`config.mk`:
```
export PLATFORM = sky130hd
export DESIGN_NAME = video_sync_gen
export DESIGN_NICKNAME = d
export VERILOG_FILES = /design/src/rtl/video_timing_pkg.sv /design/src/rtl/video_axis_cnt.sv /design/src/rtl/video_sync_gen.sv
export SDC_FILE = /design/constraint.sdc
export NUM_CORES = 1
export LEC_CHECK = 0
export CORE_UTILIZATION = 50
export CTS_BUF_LIST = sky130_fd_sc_hd__clkbuf_4
export DETAILED_ROUTE_END_ITERATION = 10
export PLACE_DENSITY = 0.8
export SLEW_MARGIN = 20
export SYNTH_ARGS = -nofsm -noshare
export SYNTH_HDL_FRONTEND = slang
export SYNTH_SLANG_ARGS = --single-unit
```
`constraint.sdc`:
```
create_clock -name F14 -period 2.9 [get_ports F14]
set_input_delay 0.29 -clock F14 [delete_from_list [all_inputs] [get_ports F14]]
set_output_delay 0.29 -clock F14 [all_outputs]
set_load 0.01 [all_outputs]
```
`src/rtl/video_timing_pkg.sv`:
```
// Default timing presets for the two video modes, shared by the sync
// generator and anything that needs to agree with its geometry.
package video_timing_pkg;

  localparam int A_H_TOTAL    = 448;
  localparam int A_V_TOTAL    = 320;
  localparam int B_H_TOTAL    = 456;
  localparam int B_V_TOTAL    = 311;
  localparam int DEF_HS_START = 320;
  localparam int DEF_HS_LEN   = 32;
  localparam int DEF_VS_START = 248;
  localparam int DEF_VS_LEN   = 8;
  localparam int DEF_H_ACTIVE = 256;
  localparam int DEF_V_ACTIVE = 192;

  typedef enum logic {
    MODE_A = 1'b0,
    MODE_B = 1'b1
  } mode_e;

  function automatic int min_int(input int a, input int b);
    return (a < b) ? a : b;
  endfunction

endpackage

```
`src/rtl/video_axis_cnt.sv`:
```
// Wrap-and-carry counter for one raster axis; wrap doubles as the carry
// into the next axis.
module video_axis_cnt #(
  parameter int W = 9
) (
  input  logic         clk,
  input  logic         rst_n,
  input  logic         en,
  input  logic [W-1:0] last,
  output logic [W-1:0] cnt,
  output logic         wrap
);

  logic [W-1:0] cnt_q;
  logic [W-1:0] cnt_d;

  always_comb begin
    wrap  = en && (cnt_q == last);
    cnt_d = cnt_q;
    if (wrap) begin
      cnt_d = '0;
    end else if (en) begin
      cnt_d = cnt_q + W'(1);
    end
  end

  always_ff @(posedge clk) begin
    if (!rst_n) begin
      cnt_q <= '0;
    end else begin
      cnt_q <= cnt_d;
    end
  end

  assign cnt = cnt_q;

endmodule

```
`src/rtl/video_sync_gen.sv`:
```
// Raster timing generator: pixel divider, h/v counters, registered sync,
// blanking and line/frame start strobes with a frame-aligned mode switch.
module video_sync_gen
  import video_timing_pkg::*;
#(
  parameter int HC_W      = 9,
  parameter int VC_W      = 9,
  parameter int DIV       = 2,
  parameter int H_TOTAL_A = A_H_TOTAL,
  parameter int V_TOTAL_A = A_V_TOTAL,
  parameter int H_TOTAL_B = B_H_TOTAL,
  parameter int V_TOTAL_B = B_V_TOTAL,
  parameter int HS_START  = DEF_HS_START,
  parameter int HS_LEN    = DEF_HS_LEN,
  parameter int VS_START  = DEF_VS_START,
  parameter int VS_LEN    = DEF_VS_LEN,
  parameter int H_ACTIVE  = DEF_H_ACTIVE,
  parameter int V_ACTIVE  = DEF_V_ACTIVE,
  parameter int CS_BIT    = 3
) (
  input  logic            F14,
  input  logic            rst_n,
  input  logic            mode,
  input  logic            sync_inv,
  output logic [HC_W-1:0] hc,
  output logic [VC_W-1:0] vc,
  output logic            ce,
  output logic            hsync,
  output logic            vsync,
  output logic            csync,
  output logic            blank,
  output logic            line_start,
  output logic            frame_start,
  output logic            mode_active
);

  if (DIV < 1) begin : g_bad_div
    $error("video_sync_gen: DIV must be at least 1");
  end
  if (H_TOTAL_A > 2**HC_W || H_TOTAL_B > 2**HC_W) begin : g_bad_htotal
    $error("video_sync_gen: H_TOTAL does not fit in HC_W bits");
  end
  if (V_TOTAL_A > 2**VC_W || V_TOTAL_B > 2**VC_W) begin : g_bad_vtotal
    $error("video_sync_gen: V_TOTAL does not fit in VC_W bits");
  end
  if (HS_START + HS_LEN >= min_int(H_TOTAL_A, H_TOTAL_B)) begin : g_bad_hs
    $error("video_sync_gen: hsync window exceeds the shorter line");
  end
  if (VS_START + VS_LEN >= min_int(V_TOTAL_A, V_TOTAL_B)) begin : g_bad_vs
    $error("video_sync_gen: vsync window exceeds the shorter frame");
  end
  if (CS_BIT >= HC_W) begin : g_bad_csbit
    $error("video_sync_gen: CS_BIT outside the horizontal counter");
  end

  localparam int DIV_W = (DIV > 1) ? $clog2(DIV) : 1;
  localparam logic [DIV_W-1:0] DIV_LAST = DIV_W'(DIV - 1);
  localparam logic [HC_W-1:0]  H_LAST_A = HC_W'(H_TOTAL_A - 1);
  localparam logic [HC_W-1:0]  H_LAST_B = HC_W'(H_TOTAL_B - 1);
  localparam logic [VC_W-1:0]  V_LAST_A = VC_W'(V_TOTAL_A - 1);
  localparam logic [VC_W-1:0]  V_LAST_B = VC_W'(V_TOTAL_B - 1);
  localparam logic [HC_W-1:0]  HS_LO    = HC_W'(HS_START);
  localparam logic [HC_W-1:0]  HS_HI    = HC_W'(HS_START + HS_LEN);
  localparam logic [VC_W-1:0]  VS_LO    = VC_W'(VS_START);
  localparam logic [VC_W-1:0]  VS_HI    = VC_W'(VS_START + VS_LEN);
  localparam logic [HC_W:0]    H_ACT    = (HC_W+1)'(H_ACTIVE);
  localparam logic [VC_W:0]    V_ACT    = (VC_W+1)'(V_ACTIVE);

  logic [DIV_W-1:0] div_q, div_d;
  logic             run_q, run_d;
  logic             mode_active_q, mode_active_d;
  logic             hsync_q, hsync_d;
  logic             vsync_q, vsync_d;
  logic             csync_q, csync_d;
  logic             blank_q, blank_d;
  logic             line_start_q, line_start_d;
  logic             frame_start_q, frame_start_d;
  logic             ce_i, h_wrap, v_wrap, hs, vs;
  logic [HC_W-1:0]  hc_cnt, h_last;
  logic [VC_W-1:0]  vc_cnt, v_last;

  video_axis_cnt #(.W(HC_W)) u_hcnt (
    .clk  (F14),
    .rst_n(rst_n),
    .en   (ce_i),
    .last (h_last),
    .cnt  (hc_cnt),
    .wrap (h_wrap)
  );

  video_axis_cnt #(.W(VC_W)) u_vcnt (
    .clk  (F14),
    .rst_n(rst_n),
    .en   (h_wrap),
    .last (v_last),
    .cnt  (vc_cnt),
    .wrap (v_wrap)
  );

  // run_q holds ce low for the first cycle out of reset so ce reads 0 in reset even with DIV=1
  always_comb begin
    run_d         = 1'b1;
    ce_i          = run_q && (div_q == DIV_LAST);
    div_d         = (div_q == DIV_LAST) ? '0 : div_q + DIV_W'(1);
    h_last        = (mode_active_q == MODE_B) ? H_LAST_B : H_LAST_A;
    v_last        = (mode_active_q == MODE_B) ? V_LAST_B : V_LAST_A;
    hs            = (hc_cnt >= HS_LO) && (hc_cnt < HS_HI);
    vs            = (vc_cnt >= VS_LO) && (vc_cnt < VS_HI);
    mode_active_d = v_wrap ? mode : mode_active_q;
    hsync_d       = hs ^ sync_inv;
    vsync_d       = vs ^ sync_inv;
    csync_d       = hc_cnt[CS_BIT] ? (~(hs ^ vs) ^ sync_inv) : csync_q;
    blank_d       = ({1'b0, hc_cnt} >= H_ACT) || ({1'b0, vc_cnt} >= V_ACT);
    line_start_d  = h_wrap;
    frame_start_d = v_wrap;
  end

  always_ff @(posedge F14) begin
    if (!rst_n) begin
      div_q         <= '0;
      run_q         <= 1'b0;
      mode_active_q <= 1'b0;
      hsync_q       <= 1'b0;
      vsync_q       <= 1'b0;
      csync_q       <= 1'b1;
      blank_q       <= 1'b0;
      line_start_q  <= 1'b0;
      frame_start_q <= 1'b0;
    end else begin
      div_q         <= div_d;
      run_q         <= run_d;
      mode_active_q <= mode_active_d;
      hsync_q       <= hsync_d;
      vsync_q       <= vsync_d;
      csync_q       <= csync_d;
      blank_q       <= blank_d;
      line_start_q  <= line_start_d;
      frame_start_q <= frame_start_d;
    end
  end

  assign hc          = hc_cnt;
  assign vc          = vc_cnt;
  assign ce          = ce_i;
  assign hsync       = hsync_q;
  assign vsync       = vsync_q;
  assign csync       = csync_q;
  assign blank       = blank_q;
  assign line_start  = line_start_q;
  assign frame_start = frame_start_q;
  assign mode_active = mode_active_q;

endmodule

```
==> load_flow_metrics.sql, run 1 <==
INSERT INTO impl_metrics (metric_group, metric, value, unit) VALUES
('status', 'outcome', 'completed', ''),
('sta', 'setup_tns', '0', 'ns'),
('yosys', 'yosys-top-cells-area', 'sky130_fd_sc_hd__dfxtp_1 40%, sky130_fd_sc_hd__nand2_1 4.7%, sky130_fd_sc_hd__xor2_1 4.5%, sky130_fd_sc_hd__a211oi_1 4.4%, sky130_fd_sc_hd__nor2_1 4.1%', ''),
('routing', 'wl', '2840', 'µm'),
('pwr', 'p_leak', '0.568', 'nW'),
('sta', 'skew', '0.00352', 'ns'),
('worst_setup_path', 'timing.critical_path.cells', 'ha_1 > and4_1 > nand4_1 > buf_4 > or4b_1 > o22ai_1', ''),
('worst_setup_path', 'timing.critical_path.buf_inv', '1', ''),
('yosys', 'asyncSetResetFlopFracSynth', '0', '%'),
('sta', 'worstMarginPinSlew', '0.551', 'ns'),
('placed_design', 'port-buffer-count', '29', ''),
('hold_path', 'worstHoldStart', 'div_q', ''),
('layout', 'antennaDiodeCount', '0', ''),
('routing', 'detailedRoute.firstIterationViolations', '29', ''),
('worst_setup_path', 'crit_type', 'flop to flop', ''),
('pwr', 'vdd_drop_max', '0.319', 'mV'),
('yosys', 'yosysSeqAreaShare', '39.7', '%'),
('placed_design', 'post-place-ws', '0.967', 'ns'),
('global_route', 'antenna_violations_before_repair', '0', ''),
('die', 'placement_rows', '18', ''),
('sta', 'number_of_endpoints_failing_setup_at_the_final_stage', '0', ''),
('yosys', 'synth-edff-count', '0', ''),
('yosys', 'synthTopCellsByCount', '27 x sky130_fd_sc_hd__dfxtp_1, 17 x sky130_fd_sc_hd__nand2_1, 15 x sky130_fd_sc_hd__nor2_1, 8 x sky130_fd_sc_hd__a211oi_1', ''),
('sta', 'layout_min_cycle_time', '1.97', 'ns'),
('worst_setup_path', 'cp_top_family', 'simple AND/OR/NAND/NOR gates', ''),
('routing', 'routed_via_density', '5.68', ''),
('yosys', 'synthesis.area_per_instance', '9.02', 'µm²'),
('clock_network', 'tritoncts.num_buffers', '3', ''),
('worst_setup_path', 'worst-endpoint-required', '3.16', 'ns'),
('routing', 'detailroute.via_count', '1181', ''),
('global_route', 'first_global_vias', '978', ''),
('worst_setup_path', 'timing.critical_path.slowest_stage_cell', 'sky130_fd_sc_hd__or4b_1', ''),
('worst_setup_path', 'crit_path_max_incr_delay', '0.53', 'ns'),
('die', 'die_y', '54.2', 'µm'),
('sta', 'finalHoldViolCount', '0', ''),
('die', 'die_area', '0.00294', 'mm²'),
('hold_path', 'hold-path-cell-count', '1', ''),
('sta', 'worst_slew_margin_rel', '63.3', '%'),
('routing', 'wl_per_cell', '13.6', 'µm'),
('routing', 'drt-pass1-iter-count', '4', ''),
('yosys', 'synth_seq_cells', '27', ''),
('hold_path', 'min_to', 'div_q', ''),
('global_route', 'busiest_layer', 'met1', ''),
('worst_setup_path', 'cp_max_fo', '12', ''),
('layout', 'layoutNonFillerInstCount', '208', ''),
('clock_network', 'ctsHoldBuffers', '0', ''),
('worst_setup_path', 'worstReg2RegStart', 'u_hcnt.cnt[0]', ''),
('yosys', 'synth.top_cell.area_share', '39.7', '%'),
('global_route', 'use_met2', '30.5', '%'),
('clock_network', 'worstSkewPairLatency', '0.32', 'ns'),
('placed_design', 'dp_cells', '204', ''),
('clock_network', 'clk_transition_reported_paths', '0.15', 'ns'),
('placed_design', 'globalplace.congestion', '0.844', ''),
('die', 'die_w', '54.2', 'µm'),
('sta', 'timing.fmax', '0.507', 'GHz'),
('layout', 'total_number_of_nets_in_the_final_design', '187', ''),
('routing', 'postRouteAntennaNets', '0', ''),
('worst_setup_path', 'worstSetupEndpointType', 'flop', ''),
('sta', 'hold-worst-slack', '0.475', 'ns'),
('clock_network', 'ctsResizeCount', '0', ''),
('clock_network', 'clk_root_buffer_cell', 'sky130_fd_sc_hd__clkbuf_4', ''),
('yosys', 'yosys.area.top_type', 'sky130_fd_sc_hd__dfxtp_1', ''),
('yosys', 'synth_most_common_cell', 'sky130_fd_sc_hd__dfxtp_1', ''),
('clock_network', 'h-tree-depth', '1', ''),
('global_route', 'grt_util_met1', '31.3', '%'),
('worst_setup_path', 'worst_setup_path_start_kind', 'flop', ''),
('global_route', 'largest_net_degree_at_the_start_of_global_routing', '19', ''),
('placed_design', 'hpwl', '2040', 'µm'),
('yosys', 'syn_area', '0.00136', 'mm²'),
('sta', 'layout_worst_path_cycle_share', '68.0', '%'),
('global_route', 'global_route_wire_length_before_repair', '4530', 'µm');
cell families (layout without fill, tap and decap cells):
| family | count (synthesis) | after routing | share of synthesized area [%] |
|---|---|---|---|
| AO/OA/AOI/OAI | 26 | 26 | 15.2 |
| XOR/XNOR | 11 | 11 | 7.07 |
| adder cells (fa/ha/maj) | 4 | 4 | 3.67 |
| buffers and inverters | 14 | 41 | 5.88 |
| flip-flops | 27 | 27 | 39.7 |
| multiplexers | 1 | 1 | 0.735 |
| AND/OR/NAND/NOR | 68 | 68 | 27.7 |
worst register-to-register path, cell delays in order (launching register included):
cell and delay [ns]:
sky130_fd_sc_hd__dfxtp_1 0.44, sky130_fd_sc_hd__ha_1 0.19, sky130_fd_sc_hd__and4_1 0.28, sky130_fd_sc_hd__nand4_1 0.11, sky130_fd_sc_hd__buf_4 0.20, sky130_fd_sc_hd__or4b_1 0.53
sky130_fd_sc_hd__o22ai_1 0.18
per-stage QoR:
step           instance area (µm²)  util (%)
2_1_floorplan                 1360         -
3_3_place_gp                  1650      65.3
3_5_place_dp                  1650      65.3
4_1_cts                       1680      66.5
5_1_grt                       1680      66.5
6_report                      1680      66.5
registers in the layout, indices dropped and copies added (netlist names):
signal,cells
div_q,1
run_q,1
line_start,1
u_hcnt.cnt,9
mode_active,1
vsync,1
frame_start,1
hsync,1
csync,1
u_vcnt.cnt,9
blank,1
layer usage:
layer	up-vias	share of wire, %
met3	2	3.2
met5	-	0
met2	28	45
met4	0	0.53
li1	594	-
met1	557	51
layout make-up:
type                            instances  area (µm²)  share of cell area (%)
Multi-Input combinational cell        110         742                    44.2
Sequential cell                        27         541                    32.2
Timing Repair Buffer                   31         305                    18.2
Tap cell                               30        37.5                    2.24
Clock buffer                            3        22.5                    1.34
Inverter                                6        22.5                    1.34
Clock inverter                          1        7.51                   0.447
where the power goes:
part / internal (mW) / switching, mW / leakage, nW
Combinational: 0.0160 / 0.0176 / 0.335
Clock: 0.0526 / 0.110 / 0.0139
Sequential: 0.376 / 0.00339 / 0.219
cell usage in the layout (no fill, tap or decap), types with 2 or more instances in the layout:
master / count
sky130_fd_sc_hd__clkbuf_4: 3
sky130_fd_sc_hd__inv_1: 6
sky130_fd_sc_hd__nor3_1: 2
sky130_fd_sc_hd__or3_1: 2
sky130_fd_sc_hd__xnor2_1: 4
sky130_fd_sc_hd__dfxtp_1: 27
sky130_fd_sc_hd__nand2_1: 17
sky130_fd_sc_hd__and2_1: 4
sky130_fd_sc_hd__and3_1: 2
sky130_fd_sc_hd__ha_1: 4
sky130_fd_sc_hd__clkdlybuf4s50_1: 29
sky130_fd_sc_hd__and3_2: 2
sky130_fd_sc_hd__a211oi_1: 8
sky130_fd_sc_hd__nand4_1: 7
sky130_fd_sc_hd__xor2_1: 7
sky130_fd_sc_hd__buf_4: 2
sky130_fd_sc_hd__nor2_1: 15
sky130_fd_sc_hd__o32ai_1: 2
sky130_fd_sc_hd__nand3_1: 3
sky130_fd_sc_hd__and4_1: 2
sky130_fd_sc_hd__o31ai_1: 2
sky130_fd_sc_hd__nor3b_1: 2
sky130_fd_sc_hd__o22ai_1: 5
sky130_fd_sc_hd__nand2b_1: 3
worst max path at each step:
stage	startpoint	to	slack (ns)	cells after the start
2_1_floorplan	u_hcnt.cnt[0]	u_vcnt.cnt[8]	1.16	5
6_report	u_hcnt.cnt[0]	u_vcnt.cnt[8]	0.93	6
5_1_grt	u_hcnt.cnt[0]	u_vcnt.cnt[8]	0.81	6
3_5_place_dp	u_hcnt.cnt[0]	u_vcnt.cnt[8]	0.97	6
4_1_cts	u_hcnt.cnt[0]	u_vcnt.cnt[8]	0.93	6
3_3_place_gp	u_hcnt.cnt[0]	u_vcnt.cnt[8]	1.03	6
Note: power is estimated with default switching activity, not from simulation.
==> inputs of run 2 (changes only) <==
- CORE_UTILIZATION: 50 -> 47
- PLACE_DENSITY: 0.8 -> 0.79
- clock period: 2.9 -> 1.7 ns (I/O delays scaled with it)
==> load_flow_metrics.sql, run 2 (same netlist as run 1, synthesis figures left out) <==
INSERT INTO impl_metrics (metric_group, metric, value, unit) VALUES
('clock_network', 'tritoncts.num_buffers', '3', ''),
('global_route', 'antenna_violations_before_repair', '0', ''),
('routing', 'postRouteAntennaNets', '0', ''),
('worst_setup_path', 'worstReg2RegStart', 'mode_active', ''),
('pwr', 'power.share.sequential', '64.4', '%'),
('clock_network', 'maximum_root_to_sink_buffer_count', '2', ''),
('routing', 'drt_drc_violations_left', '0', ''),
('global_route', 'largest_net_degree_at_the_start_of_global_routing', '18', ''),
('placed_design', 'port-buffer-count', '29', ''),
('layout', 'fin_util', '68.4', '%'),
('layout', 'antennaDiodeCount', '0', ''),
('sta', 'timing.fmax', '0.598', 'GHz'),
('placed_design', 'hpwl', '2340', 'µm'),
('layout', 'area_growth', '38.5', '%'),
('worst_setup_path', 'cp_max_fo', '8', ''),
('clock_network', 'worstSkewPairLatency', '0.33', 'ns'),
('global_route', 'global_route_wire_length_before_repair', '5230', 'µm'),
('sta', 'finalHoldViolCount', '0', ''),
('pwr', 'pwr-share-clk', '28.5', '%'),
('hold_path', 'hold-path-cell-count', '3', ''),
('sta', 'rsz0062_at_grt', 'true', ''),
('worst_setup_path', 'worstSetupEndpointType', 'flop', ''),
('layout', 'finish.instance_area', '0.00189', 'mm²'),
('routing', 'wl', '3300', 'µm'),
('worst_setup_path', 'worst_setup_path_start_kind', 'flop', ''),
('die', 'start_util', '49.4', '%'),
('hold_path', 'hold_path_class', 'primary input to flop', ''),
('worst_setup_path', 'reg2reg_slack', '0.03', 'ns'),
('clock_network', 'ctsHoldBuffers', '0', ''),
('global_route', 'use_met2', '35.8', '%'),
('routing', 'detailroute.via_count', '1293', ''),
('worst_setup_path', 'worstRegToRegCells', '4', ''),
('placed_design', 'dp_cells', '221', ''),
('die', 'core_area', '0.00276', 'mm²'),
('routing', 'detailedRoute.firstIterationViolations', '42', ''),
('hold_path', 'worstHoldStart', 'mode', ''),
('pwr', 'switching_share', '23.6', '%'),
('global_route', 'met3_usage', '5.81', '%'),
('die', 'die_w', '55.8', 'µm'),
('pwr', 'cellInternalPower', '0.766', 'mW'),
('global_route', 'busiest_layer', 'met2', ''),
('die', 'io_pins', '30', ''),
('clock_network', 'tritoncts', 'built', ''),
('routing', 'routed_via_density', '5.62', ''),
('sta', 'hold-worst-slack', '0.395', 'ns'),
('global_route', 'grt.total_usage', '20.9', '%'),
('layout', 'layoutNonFillerInstCount', '230', ''),
('worst_setup_path', 'critPathLaunch', 'mode_active', ''),
('run', 'max_cap_viol_count', '0', ''),
('global_route', 'overall_overflow_remaining_after_global_route', '0', ''),
('pwr', 'vdd_drop_max', '0.699', 'mV'),
('clock_network', 'h-tree-depth', '1', ''),
('sta', 'worstMarginPinSlew', '0.311', 'ns'),
('layout', 'total_number_of_nets_in_the_final_design', '208', ''),
('pwr', 'p_leak', '0.688', 'nW'),
('worst_setup_path', 'crit_type', 'flop to flop', ''),
('pwr', 'power_per_cell_area', '531', 'mW/mm²'),
('sta', 'layout_min_cycle_time', '1.67', 'ns'),
('die', 'die_y', '55.8', 'µm'),
('clock_network', 'clk_transition_reported_paths', '0.16', 'ns'),
('routing', 'wl_per_cell', '14.3', 'µm'),
('worst_setup_path', 'r2r-end', 'u_vcnt.cnt[8]', ''),
('sta', 'number_of_endpoints_failing_setup_at_the_final_stage', '0', ''),
('sta', 'layout_worst_path_cycle_share', '98.3', '%'),
('die', 'placement_rows', '19', ''),
('global_route', 'grt_util_met1', '26.2', '%'),
('layout', 'most_frequent_cells_in_the_layout', '29 x sky130_fd_sc_hd__clkdlybuf4s50_1, 23 x sky130_fd_sc_hd__buf_4, 22 x sky130_fd_sc_hd__dfxtp_1, 17 x sky130_fd_sc_hd__nand2_1, 15 x sky130_fd_sc_hd__nor2_1', ''),
('worst_setup_path', 'worst_ep_arrival_time', '1.95', 'ns'),
('sta', 'worst_slew_margin_rel', '79.0', '%'),
('pwr', 'netSwitchingPower', '0.236', 'mW'),
('placed_design', 'placed_area', '0.00177', 'mm²'),
('routing', 'drt-pass1-iter-count', '4', ''),
('layout', 'layout-drive-gt1-share', '24.1', '%'),
('sta', 'maxSlewViolCount', '0', ''),
('clock_network', 'clk_root_buffer_cell', 'sky130_fd_sc_hd__clkbuf_4', ''),
('placed_design', 'globalplace.congestion', '0.888', ''),
('die', 'die_area', '0.00312', 'mm²'),
('global_route', 'first_global_vias', '1219', ''),
('pwr', 'power_frac_comb', '7.1', '%'),
('layout', 'layout.cells.most_common', 'sky130_fd_sc_hd__clkdlybuf4s50_1', ''),
('status', 'outcome', 'completed', ''),
('sta', 'setup_tns', '0', 'ns'),
('worst_setup_path', 'worst-endpoint-required', '1.98', 'ns'),
('hold_path', 'min_to', 'mode_active', ''),
('clock_network', 'cts.sinks', '27', ''),
('sta', 'skew', '0.0142', 'ns');
## run 2: changes by cell type in the layout (fill, tap and decap cells not counted), sizes merged
cell / before / now
buf: 2 / 23
## run 2: final cells by class
cell class / count / area [µm²]
clock inverter: 1 / 7.51
fill: 223 / 871
timing repair buffer: 52 / 463
multi-input combinational: 110 / 786
tap: 31 / 38.8
inverter: 6 / 22.5
sequential: 27 / 547
clock buffer: 3 / 22.5
## run 2: worst max-delay path, cell delays in order, from the launching register on
cell and delay [ns]:
sky130_fd_sc_hd__dfxtp_2 0.42, sky130_fd_sc_hd__and3b_4 0.23, sky130_fd_sc_hd__o2111ai_4 0.28, sky130_fd_sc_hd__or4b_4 0.52, sky130_fd_sc_hd__o22ai_2 0.17
## run 2: stage by stage
stage | total power [mW] | setup WS, ns
floorplan | 0.692 | 0.0310
finish | 1.00 | 0.0289
detailed placement | 0.727 | -0.0637
global route | 1.04 | -0.0727
global placement | 0.723 | 0.0661
CTS | 1.01 | 0.00862
## run 2: worst max path at each step
stage	to	depth (start not counted)
6_report	u_vcnt.cnt[8]	4
5_1_grt	mode_active	6
4_1_cts	u_vcnt.cnt[8]	5
3_5_place_dp	mode_active	6
3_3_place_gp	u_vcnt.cnt[8]	5
2_1_floorplan	u_vcnt.cnt[8]	5
## run 2: power groups by stage
stage / sequential [mW] / combinational (mW) / clock, mW
floorplan: 0.662 / 0.0294 / 0
global placement: 0.658 / 0.0650 / 0
detailed placement: 0.659 / 0.0676 / 0
CTS: 0.646 / 0.0680 / 0.292
global route: 0.647 / 0.0765 / 0.321
finish: 0.646 / 0.0709 / 0.286
## run 2: what timing repair did
action                                  in CTS  in global routing
buffers inserted                             0                  5
endpoints found under the setup margin       2                 14
pin swaps                                    0                  3
endpoints found under the hold margin        0                  0
resized for setup                            3                  9
## run 2: metal layers
metal,part of all wire (%),vias up,routed length (µm)
met5,0,-,0
met4,0.76,0,25
met3,4.2,4,139
met2,50,30,1650
met1,45,617,1480
li1,-,642,-
==> inputs of run 3 (changes only) <==
- CELL_PAD_IN_SITES_DETAIL_PLACEMENT: unset -> 1
- CELL_PAD_IN_SITES_GLOBAL_PLACEMENT: unset -> 1
- CORE_UTILIZATION: 47 -> 42
- PLACE_DENSITY: 0.79 -> 0.88
- clock period: 1.7 -> 2.1 ns (I/O delays scaled with it)
==> load_flow_metrics.sql, run 3 (same netlist as run 1, synthesis figures left out) <==
INSERT INTO impl_metrics (metric_group, metric, value, unit) VALUES
('layout', 'fin_util', '56.3', '%'),
('clock_network', 'maximum_root_to_sink_buffer_count', '2', ''),
('sta', 'finalHoldViolCount', '0', ''),
('worst_setup_path', 'worstRegToRegCells', '5', ''),
('worst_setup_path', 'timing.critical_path.slowest_stage_cell', 'sky130_fd_sc_hd__or4b_1', ''),
('hold_path', 'worstHoldStart', 'mode', ''),
('pwr', 'power.share.sequential', '64.5', '%'),
('layout', 'layout-drive-gt1-share', '9.94', '%'),
('worst_setup_path', 'reg2reg_slack', '0.20', 'ns'),
('worst_setup_path', 'worstSetupEndpointType', 'flop', ''),
('routing', 'drt_drc_violations_left', '0', ''),
('die', 'die_y', '59.0', 'µm'),
('sta', 'number_of_endpoints_failing_setup_at_the_final_stage', '0', ''),
('clock_network', 'ctsHoldBuffers', '0', ''),
('clock_network', 'ctsResizeCount', '0', ''),
('placed_design', 'port-buffer-count', '29', ''),
('routing', 'detailedRoute.firstIterationViolations', '15', ''),
('status', 'outcome', 'completed', ''),
('layout', 'total_number_of_nets_in_the_final_design', '190', ''),
('worst_setup_path', 'r2r-end', 'u_vcnt.cnt[8]', ''),
('global_route', 'grt.total_usage', '22.3', '%'),
('sta', 'worstMarginPinSlew', '0.551', 'ns'),
('worst_setup_path', 'worst_ep_arrival_time', '2.15', 'ns'),
('die', 'placement_rows', '20', ''),
('sta', 'setup_tns', '0', 'ns'),
('routing', 'routed_via_density', '5.44', ''),
('global_route', 'global_route_wire_length_before_repair', '5750', 'µm'),
('sta', 'setup_slack', '0.199', 'ns'),
('sta', 'timing.fmax', '0.526', 'GHz'),
('layout', 'antennaDiodeCount', '0', ''),
('clock_network', 'clk_transition_reported_paths', '0.14', 'ns'),
('worst_setup_path', 'cp_top_family', 'simple AND/OR/NAND/NOR gates', ''),
('worst_setup_path', 'cp_max_fo', '5', ''),
('pwr', 'cellInternalPower', '0.630', 'mW'),
('routing', 'drt-pass1-iter-count', '4', ''),
('clock_network', 'tritoncts', 'built', ''),
('die', 'die_w', '59.0', 'µm'),
('layout', 'layoutNonFillerInstCount', '225', ''),
('pwr', 'pwr-share-clk', '29.5', '%'),
('layout', 'fill_cells', '370', ''),
('routing', 'wl_per_cell', '15.8', 'µm'),
('global_route', 'overall_overflow_remaining_after_global_route', '0', ''),
('worst_setup_path', 'worstReg2RegStart', 'u_hcnt.cnt[0]', ''),
('placed_design', 'post-place-ws', '0.238', 'ns'),
('routing', 'wl', '3540', 'µm'),
('run', 'max_cap_viol_count', '0', ''),
('sta', 'layout_worst_path_cycle_share', '90.5', '%'),
('die', 'start_util', '44.6', '%'),
('worst_setup_path', 'worst_setup_path_start_kind', 'flop', ''),
('hold_path', 'hold_path_class', 'primary input to flop', ''),
('global_route', 'antenna_violations_before_repair', '0', ''),
('layout', 'area_growth', '26.1', '%'),
('placed_design', 'hpwl', '2720', 'µm'),
('die', 'io_pins', '30', ''),
('routing', 'postRouteAntennaNets', '0', ''),
('sta', 'worst_slew_margin_rel', '63.2', '%'),
('clock_network', 'tritoncts.num_buffers', '3', ''),
('pwr', 'power_per_cell_area', '473', 'mW/mm²'),
('placed_design', 'globalplace.congestion', '0.776', ''),
('layout', 'most_frequent_cells_in_the_layout', '29 x sky130_fd_sc_hd__clkdlybuf4s50_1, 27 x sky130_fd_sc_hd__dfxtp_1, 17 x sky130_fd_sc_hd__nand2_1, 15 x sky130_fd_sc_hd__nor2_1, 8 x sky130_fd_sc_hd__a211oi_1', ''),
('sta', 'layout_min_cycle_time', '1.90', 'ns'),
('routing', 'detailroute.via_count', '1224', ''),
('placed_design', 'dp_cells', '221', ''),
('die', 'die_area', '0.00348', 'mm²'),
('clock_network', 'cts.sinks', '27', ''),
('pwr', 'vdd_drop_max', '0.233', 'mV'),
('sta', 'skew', '0.00256', 'ns'),
('layout', 'layout.cells.most_common', 'sky130_fd_sc_hd__clkdlybuf4s50_1', ''),
('worst_setup_path', 'worst-endpoint-required', '2.35', 'ns'),
('worst_setup_path', 'crit_type', 'flop to flop', ''),
('die', 'core_area', '0.00305', 'mm²'),
('global_route', 'first_global_vias', '1206', ''),
('pwr', 'switching_share', '22.5', '%'),
('worst_setup_path', 'crit_path_max_incr_delay', '0.56', 'ns'),
('hold_path', 'min_to', 'mode_active', ''),
('pwr', 'netSwitchingPower', '0.182', 'mW'),
('hold_path', 'hold-path-cell-count', '3', ''),
('clock_network', 'clk_root_buffer_cell', 'sky130_fd_sc_hd__clkbuf_4', ''),
('pwr', 'p_leak', '0.588', 'nW'),
('clock_network', 'worstSkewPairLatency', '0.32', 'ns'),
('pwr', 'power_frac_comb', '6.0', '%'),
('global_route', 'largest_net_degree_at_the_start_of_global_routing', '18', ''),
('clock_network', 'cts.repair_timing.setup_buffer_count', '0', ''),
('clock_network', 'h-tree-depth', '1', ''),
('sta', 'maxSlewViolCount', '0', ''),
('sta', 'rsz0062_at_grt', 'false', ''),
('worst_setup_path', 'timing.critical_path.cells', 'ha_1 > and4_1 > nand4_1 > or4b_1 > o22ai_1', ''),
('worst_setup_path', 'timing.critical_path.buf_inv', '0', '');
-- run 3: cell count changes in the layout (fill, tap and decap cells not counted), moves of 2 or more --
cell                      delta
sky130_fd_sc_hd__buf_4      -18
sky130_fd_sc_hd__dfxtp_1     +5
sky130_fd_sc_hd__dfxtp_2     -5
sky130_fd_sc_hd__o22ai_1     +2
sky130_fd_sc_hd__o22ai_2     -2
-- run 3: power by group through the flow --
stage	registers [mW]	logic [mW]	clock network, mW
global route	0.525	0.0528	0.267
CTS	0.524	0.0493	0.243
global placement	0.534	0.0475	0
floorplan	0.536	0.0238	0
detailed placement	0.535	0.0492	0
finish	0.523	0.0486	0.240
-- run 3: per-stage QoR --
stage / total power, mW / instance area [µm²] / hold slack [ns]
4_1_cts: 0.816 / 1720 / 0.425
3_3_place_gp: 0.581 / 1690 / 0.423
6_report: 0.812 / 1720 / 0.426
5_1_grt: 0.844 / 1720 / 0.442
3_5_place_dp: 0.584 / 1690 / 0.456
2_1_floorplan: 0.559 / 1360 / 0.238
-- run 3: worst max path at each step --
stage	startpoint	endpoint	cells past startpoint
floorplan	u_hcnt.cnt[0]	u_vcnt.cnt[8]	5
detailed placement	u_hcnt.cnt[0]	u_vcnt.cnt[8]	5
CTS	u_hcnt.cnt[0]	u_vcnt.cnt[8]	5
finish	u_hcnt.cnt[0]	u_vcnt.cnt[8]	5
global route	u_hcnt.cnt[0]	u_vcnt.cnt[5]	5
global placement	u_hcnt.cnt[0]	u_vcnt.cnt[8]	5
-- run 3: final cells by class --
class | instances | area, µm² | share of cell area [%]
inverter | 6 | 22.5 | 1.31
clock buffer | 4 | 30.0 | 1.75
tap | 44 | 55.1 | 3.20
multi-input combinational | 110 | 742 | 43.2
timing repair buffer | 34 | 328 | 19.1
sequential | 27 | 541 | 31.5
-- run 3: worst min-delay path: stages --
cell and delay [ns]:
sky130_fd_sc_hd__clkdlybuf4s50_1 0.40, sky130_fd_sc_hd__nand2_1 0.06, sky130_fd_sc_hd__o31ai_1 0.06
-- run 3: layer usage --
layer / vias to the layer above / GRT usage, % / share of wire (%)
met2: 35 / 40.6 / 52
met5: - / 0 / 0
met1: 585 / 26.9 / 43
li1: 600 / - / -
met3: 4 / 2.86 / 3.8
met4: 0 / 7.14 / 0.93
==> patch 1: new RTL, flow settings as in run 1 <==
Add an input register stage for `mode` and `sync_inv`, with the module's reset; this delays them by one clock.
--- a/src/rtl/video_sync_gen.sv
+++ b/src/rtl/video_sync_gen.sv
@@ -33,6 +33,19 @@
   output logic            frame_start,
   output logic            mode_active
 );
+
+  logic mode_q;
+  logic sync_inv_q;
+
+  always_ff @(posedge F14) begin
+    if (!rst_n) begin
+      mode_q     <= '0;
+      sync_inv_q <= '0;
+    end else begin
+      mode_q     <= mode;
+      sync_inv_q <= sync_inv;
+    end
+  end
 
   if (DIV < 1) begin : g_bad_div
     $error("video_sync_gen: DIV must be at least 1");
@@ -106,10 +119,10 @@
     v_last        = (mode_active_q == MODE_B) ? V_LAST_B : V_LAST_A;
     hs            = (hc_cnt >= HS_LO) && (hc_cnt < HS_HI);
     vs            = (vc_cnt >= VS_LO) && (vc_cnt < VS_HI);
-    mode_active_d = v_wrap ? mode : mode_active_q;
-    hsync_d       = hs ^ sync_inv;
-    vsync_d       = vs ^ sync_inv;
-    csync_d       = hc_cnt[CS_BIT] ? (~(hs ^ vs) ^ sync_inv) : csync_q;
+    mode_active_d = v_wrap ? mode_q : mode_active_q;
+    hsync_d       = hs ^ sync_inv_q;
+    vsync_d       = vs ^ sync_inv_q;
+    csync_d       = hc_cnt[CS_BIT] ? (~(hs ^ vs) ^ sync_inv_q) : csync_q;
     blank_d       = ({1'b0, hc_cnt} >= H_ACT) || ({1'b0, vc_cnt} >= V_ACT);
     line_start_d  = h_wrap;
     frame_start_d = v_wrap;
Behaviour: not the same (a bounded check fails within 4 cycles, from zero or initial values and one cycle with rst_n low).
==> patch 1 against run 1 <==
Total power rose by 20%. Synthesized area rose by 7.7%. Sequential cell count rose by 2. Global-route usage fell by 0.34 points. Worst setup slack improved by 0.052 ns. Design area rose by 7.6%. Via count rose by 4.4%. Routed wire length rose by 6.8%. Sequential share of layout area fell by 0.059 points. Core utilization fell by 1.0 points. Synthesized cell count rose by 2.0%. Critical path depth fell by 4. Register-to-register slack improved by 0.20 ns. First-iteration DRC count fell by 41%. Highest routed layer unchanged.
==> patch 1: results (changes against run 1) <==
[pwr]
power_switching_uw = 168.1  ; +28%
ir_drop_uv = 362.0  ; +13%
p_leak_uw = 0.0006517  ; +15%
power_frac_comb = 0.049  ; -0.009

[setup_path]
arrival_ns = 1.63  ; -0.60 ns
cp_slowest_cell = clkdlybuf4s50_1
r2r_cells = 5  ; -1

[synthesis]
ys_types = 44  ; +4.8%
synthCells = 154  ; +2.0%
syn-num-nets = 162  ; +1.9%
ys_top_cells_by_count = dfxtp_1 (29), nand2_1 (15), nor2_1 (15)

[cts]
clk_pin_slew_ns = 0.10  ; -0.05 ns
clk_latency_ns = 0.34  ; +0.02 ns
htreeDepth = 2  ; +1

[grt]
grt_max_degree = 20  ; +1
groute.usage.overall = 0.2063  ; -0.003384
grt_pass1_vias = 1091  ; +12%

[finish]
clk_share = 0.03049  ; +0.01259
nMultiInputCombCells = 111  ; +0.91%
clock_buffers = 6  ; +3
num-nonclk-buffers = 30  ; -3.2%
drive_above_1_share = 0.1196  ; +0.03530
area_delta_synth_final_pct = 23.02  ; about the same

[place]
place_worst_setup_slack_ns = 1.077  ; +0.1095 ns
place_congestion = 0.7987  ; -5.3%
placedCellCount = 207  ; +1.5%
place_area_sq_um = 1750  ; +6.2%

[detailed_routing]
drt_wl_total_um = 3028  ; +6.8%
vias_per_cell = 5.735  ; +1.0%
routedWlPerCell_um = 14.08  ; +3.3%

[timing]
worst_slew_margin_rel = 0.6888  ; +0.05595

[status]
outcome = finished clean

==> patch 1: cells by family (layout without fill, tap and decap cells) <==
logic type | Yosys count | count (layout) | share of synthesized area
fa+ha+maj | 4 | 4 | 0.03410
simple gates | 69 | 69 | 0.2847
flops | 29 | 29 | 0.3956
buf+inv | 14 | 44 | 0.05199
xor+xnor | 11 | 11 | 0.06564
mux | 1 | 1 | 0.006820
compound gates | 26 | 26 | 0.1611
==> patch 1: worst paths after layout <==
path / start / slack (ns) / end
hold reg to reg: mode_q$_SDFF_PN0_ / 0.44 / mode_active$_SDFFE_PN0P_
setup / recovery: div_q$_SDFF_PP0_ / 0.98 / ce
setup reg to reg: u_hcnt.cnt[0]$_SDFFE_PP0P_ / 1.13 / u_hcnt.cnt[7]$_SDFFE_PP0P_
hold / removal: mode_q$_SDFF_PN0_ / 0.44 / mode_active$_SDFFE_PN0P_
==> patch 1: worst max-delay path: cells and delay by family (launching register included) <==
family | cells | cell delay, ns
AND/OR/NAND/NOR | 1 | 0.32
flip-flops | 1 | 0.36
buffers and inverters | 1 | 0.61
==> patch 1: power groups by stage <==
stage               Combinational (uW)  Clock [uW]  Sequential, uW
detailed placement                33.4           0             417
global route                      37.2         271             409
global placement                  32.0           0             417
floorplan                         17.8           0             418
finish                            33.7         248             408
CTS                               33.7         254             408
==> patch 1: routing by layer <==
layer	up-vias	global-route usage	share of wire
li1	610	-	-
met1	589	0.2715	0.46
met2	28	0.3044	0.47
met3	6	0.04651	0.040
met4	0	0.1289	0.021
met5	-	0	0
==> patch 2: new RTL, flow settings as in run 1 <==
Made on the original files. Set the parameter `VC_W` to 11 (it was 9).
--- a/src/rtl/video_sync_gen.sv
+++ b/src/rtl/video_sync_gen.sv
@@ -4,7 +4,7 @@
   import video_timing_pkg::*;
 #(
   parameter int HC_W      = 9,
-  parameter int VC_W      = 9,
+  parameter int VC_W      = 11,
   parameter int DIV       = 2,
   parameter int H_TOTAL_A = A_H_TOTAL,
   parameter int V_TOTAL_A = A_V_TOTAL,
Interface: changed (resized vc); port bits go from 30 to 32. No check against the original RTL was run, so the function may have changed too.
==> patch 2 against run 1 <==
Routed wire length grew 0.67%. Core utilization is 1.2 points higher. Highest routed layer unchanged. Clock power rose by 46%. Critical endpoint is now u_vcnt.cnt[6]$_SDFFE_PP0P_. Synthesized area is 0.64% lower. Worst setup slack worse by 0.28 ns. Clock skew grew 0.0071 ns. Sequential cell count is 2 higher. Sequential share of layout area grew 1.8 points. Maximum frequency is 12% lower. Total power is 17% higher. Design area increased by 1.8%. Global-route usage grew 2.3 points.
==> patch 2: results (changes against run 1) <==
[synthesis]
ys_seq_area_frac = 0.4288  ; +0.03214
ys_top_cells_by_count = dfxtp_1 (29), nor2_1 (23), xnor2_1 (16)
synth_area_leaders = dfxtp_1 (43%), xnor2_1 (10%), nor2_1 (6.4%)
ys_types = 31  ; -26%
syn-num-nets = 160  ; +0.63%

[cts]
htreeDepth = 2  ; +1
cts_buffers = 5  ; +2
cts_buffer_depth = 2  ; unchanged
clk_pin_slew_ns = 0.09  ; -0.06 ns
clk_latency_ns = 0.33
cts_hold_buf = 0  ; unchanged

[pwr]
ir_drop_uv = 316.7  ; -0.86%
p_leak_uw = 0.0005668  ; -0.16%

[place]
place_area_sq_um = 1653  ; +0.30%
io_buffers = 31  ; +6.9%
place_congestion = 0.8241  ; -2.3%
place_worst_setup_slack_ns = 0.7054  ; -0.2621 ns
dp_hpwl_um = 2124  ; +4.2%

[setup_path]
arrival_ns = 2.46  ; +0.23 ns
rrSetupSlack_ns = 0.65  ; -0.28 ns
regToRegEndpoint = u_vcnt.cnt[6]$_SDFFE_PP0P_

[timing]
finalCritPeriodShare = 0.7764  ; +0.09680
fin_skew_ns = 0.01066  ; +0.007141 ns
worst_slew_margin_rel = 0.5512  ; -0.08162

[detailed_routing]
drt_iter0_markers = 19  ; -34%
vias = 1155  ; -2.2%
routedWlPerCell_um = 13.34  ; -2.2%

[finish]
drive_above_1_share = 0.07065  ; -0.01362
fin_nets = 191  ; +2.1%
fillCellCount = 216  ; -4.8%

[grt]
grt_pass1_wl_um = 4685  ; +3.4%
grt_max_degree = 14  ; -5
groute.usage.overall = 0.2330  ; +0.02338
grt_pass1_vias = 1009  ; +3.2%

[min_path]
hp-class = reg -> reg

[status]
outcome = finished clean

[patch 2: cell count changes after synthesis, moves of 8 or more]
cell | before | now
a211oi_1 | 8 | 0
nand2_1 | 17 | 8
nor2_1 | 15 | 23
xnor2_1 | 4 | 16
[patch 2: power by group]
part	switching [uW]	internal (uW)	total [uW]
Sequential	3.34	403	406
Combinational	14.9	15.5	30.5
Clock	136	101	238
[patch 2: final cells by class]
cell class	count	area share
clock inverters	2	0.005861
inverters	5	0.01099
clock buffers	6	0.02637
flip-flops and latches	29	0.3399
repair buffers	31	0.1817
multi-input cells	111	0.4132
well taps	30	0.02198
[patch 2: cell families after synthesis]
kind of cell	share of synthesized area
AO/OA/AOI/OAI	0.03696
XOR/XNOR	0.1359
adder cells (fa/ha/maj)	0.03697
buffers and inverters	0.04990
flip-flops	0.4288
multiplexers	0.01479
AND/OR/NAND/NOR	0.2967
[patch 2: through the flow]
step           instances  hold WS [ns]    util
2_1_floorplan        152        0.3177       -
3_3_place_gp         206        0.4225  0.6553
3_5_place_dp         206        0.4243  0.6553
4_1_cts              214        0.4393  0.6771
5_1_grt              214        0.4530  0.6771
6_report             214        0.4405  0.6771
[patch 2: layer usage]
| metal | global-route usage | wire length, um |
|---|---|---|
| met2 | 0.3519 | 1356 |
| met5 | 0 | 0 |
| met1 | 0.3038 | 1306 |
| met3 | 0.06215 | 138 |
| met4 | 0.1154 | 53 |
[patch 2: worst max-delay path, cell delays in order (launching register included)]
cell and delay, ns:
dfxtp_1 0.42, ha_1 0.19, and4_1 0.27, nand3_1 0.34
or4_4 0.64, nand2_2 0.20, nor2_1 0.08
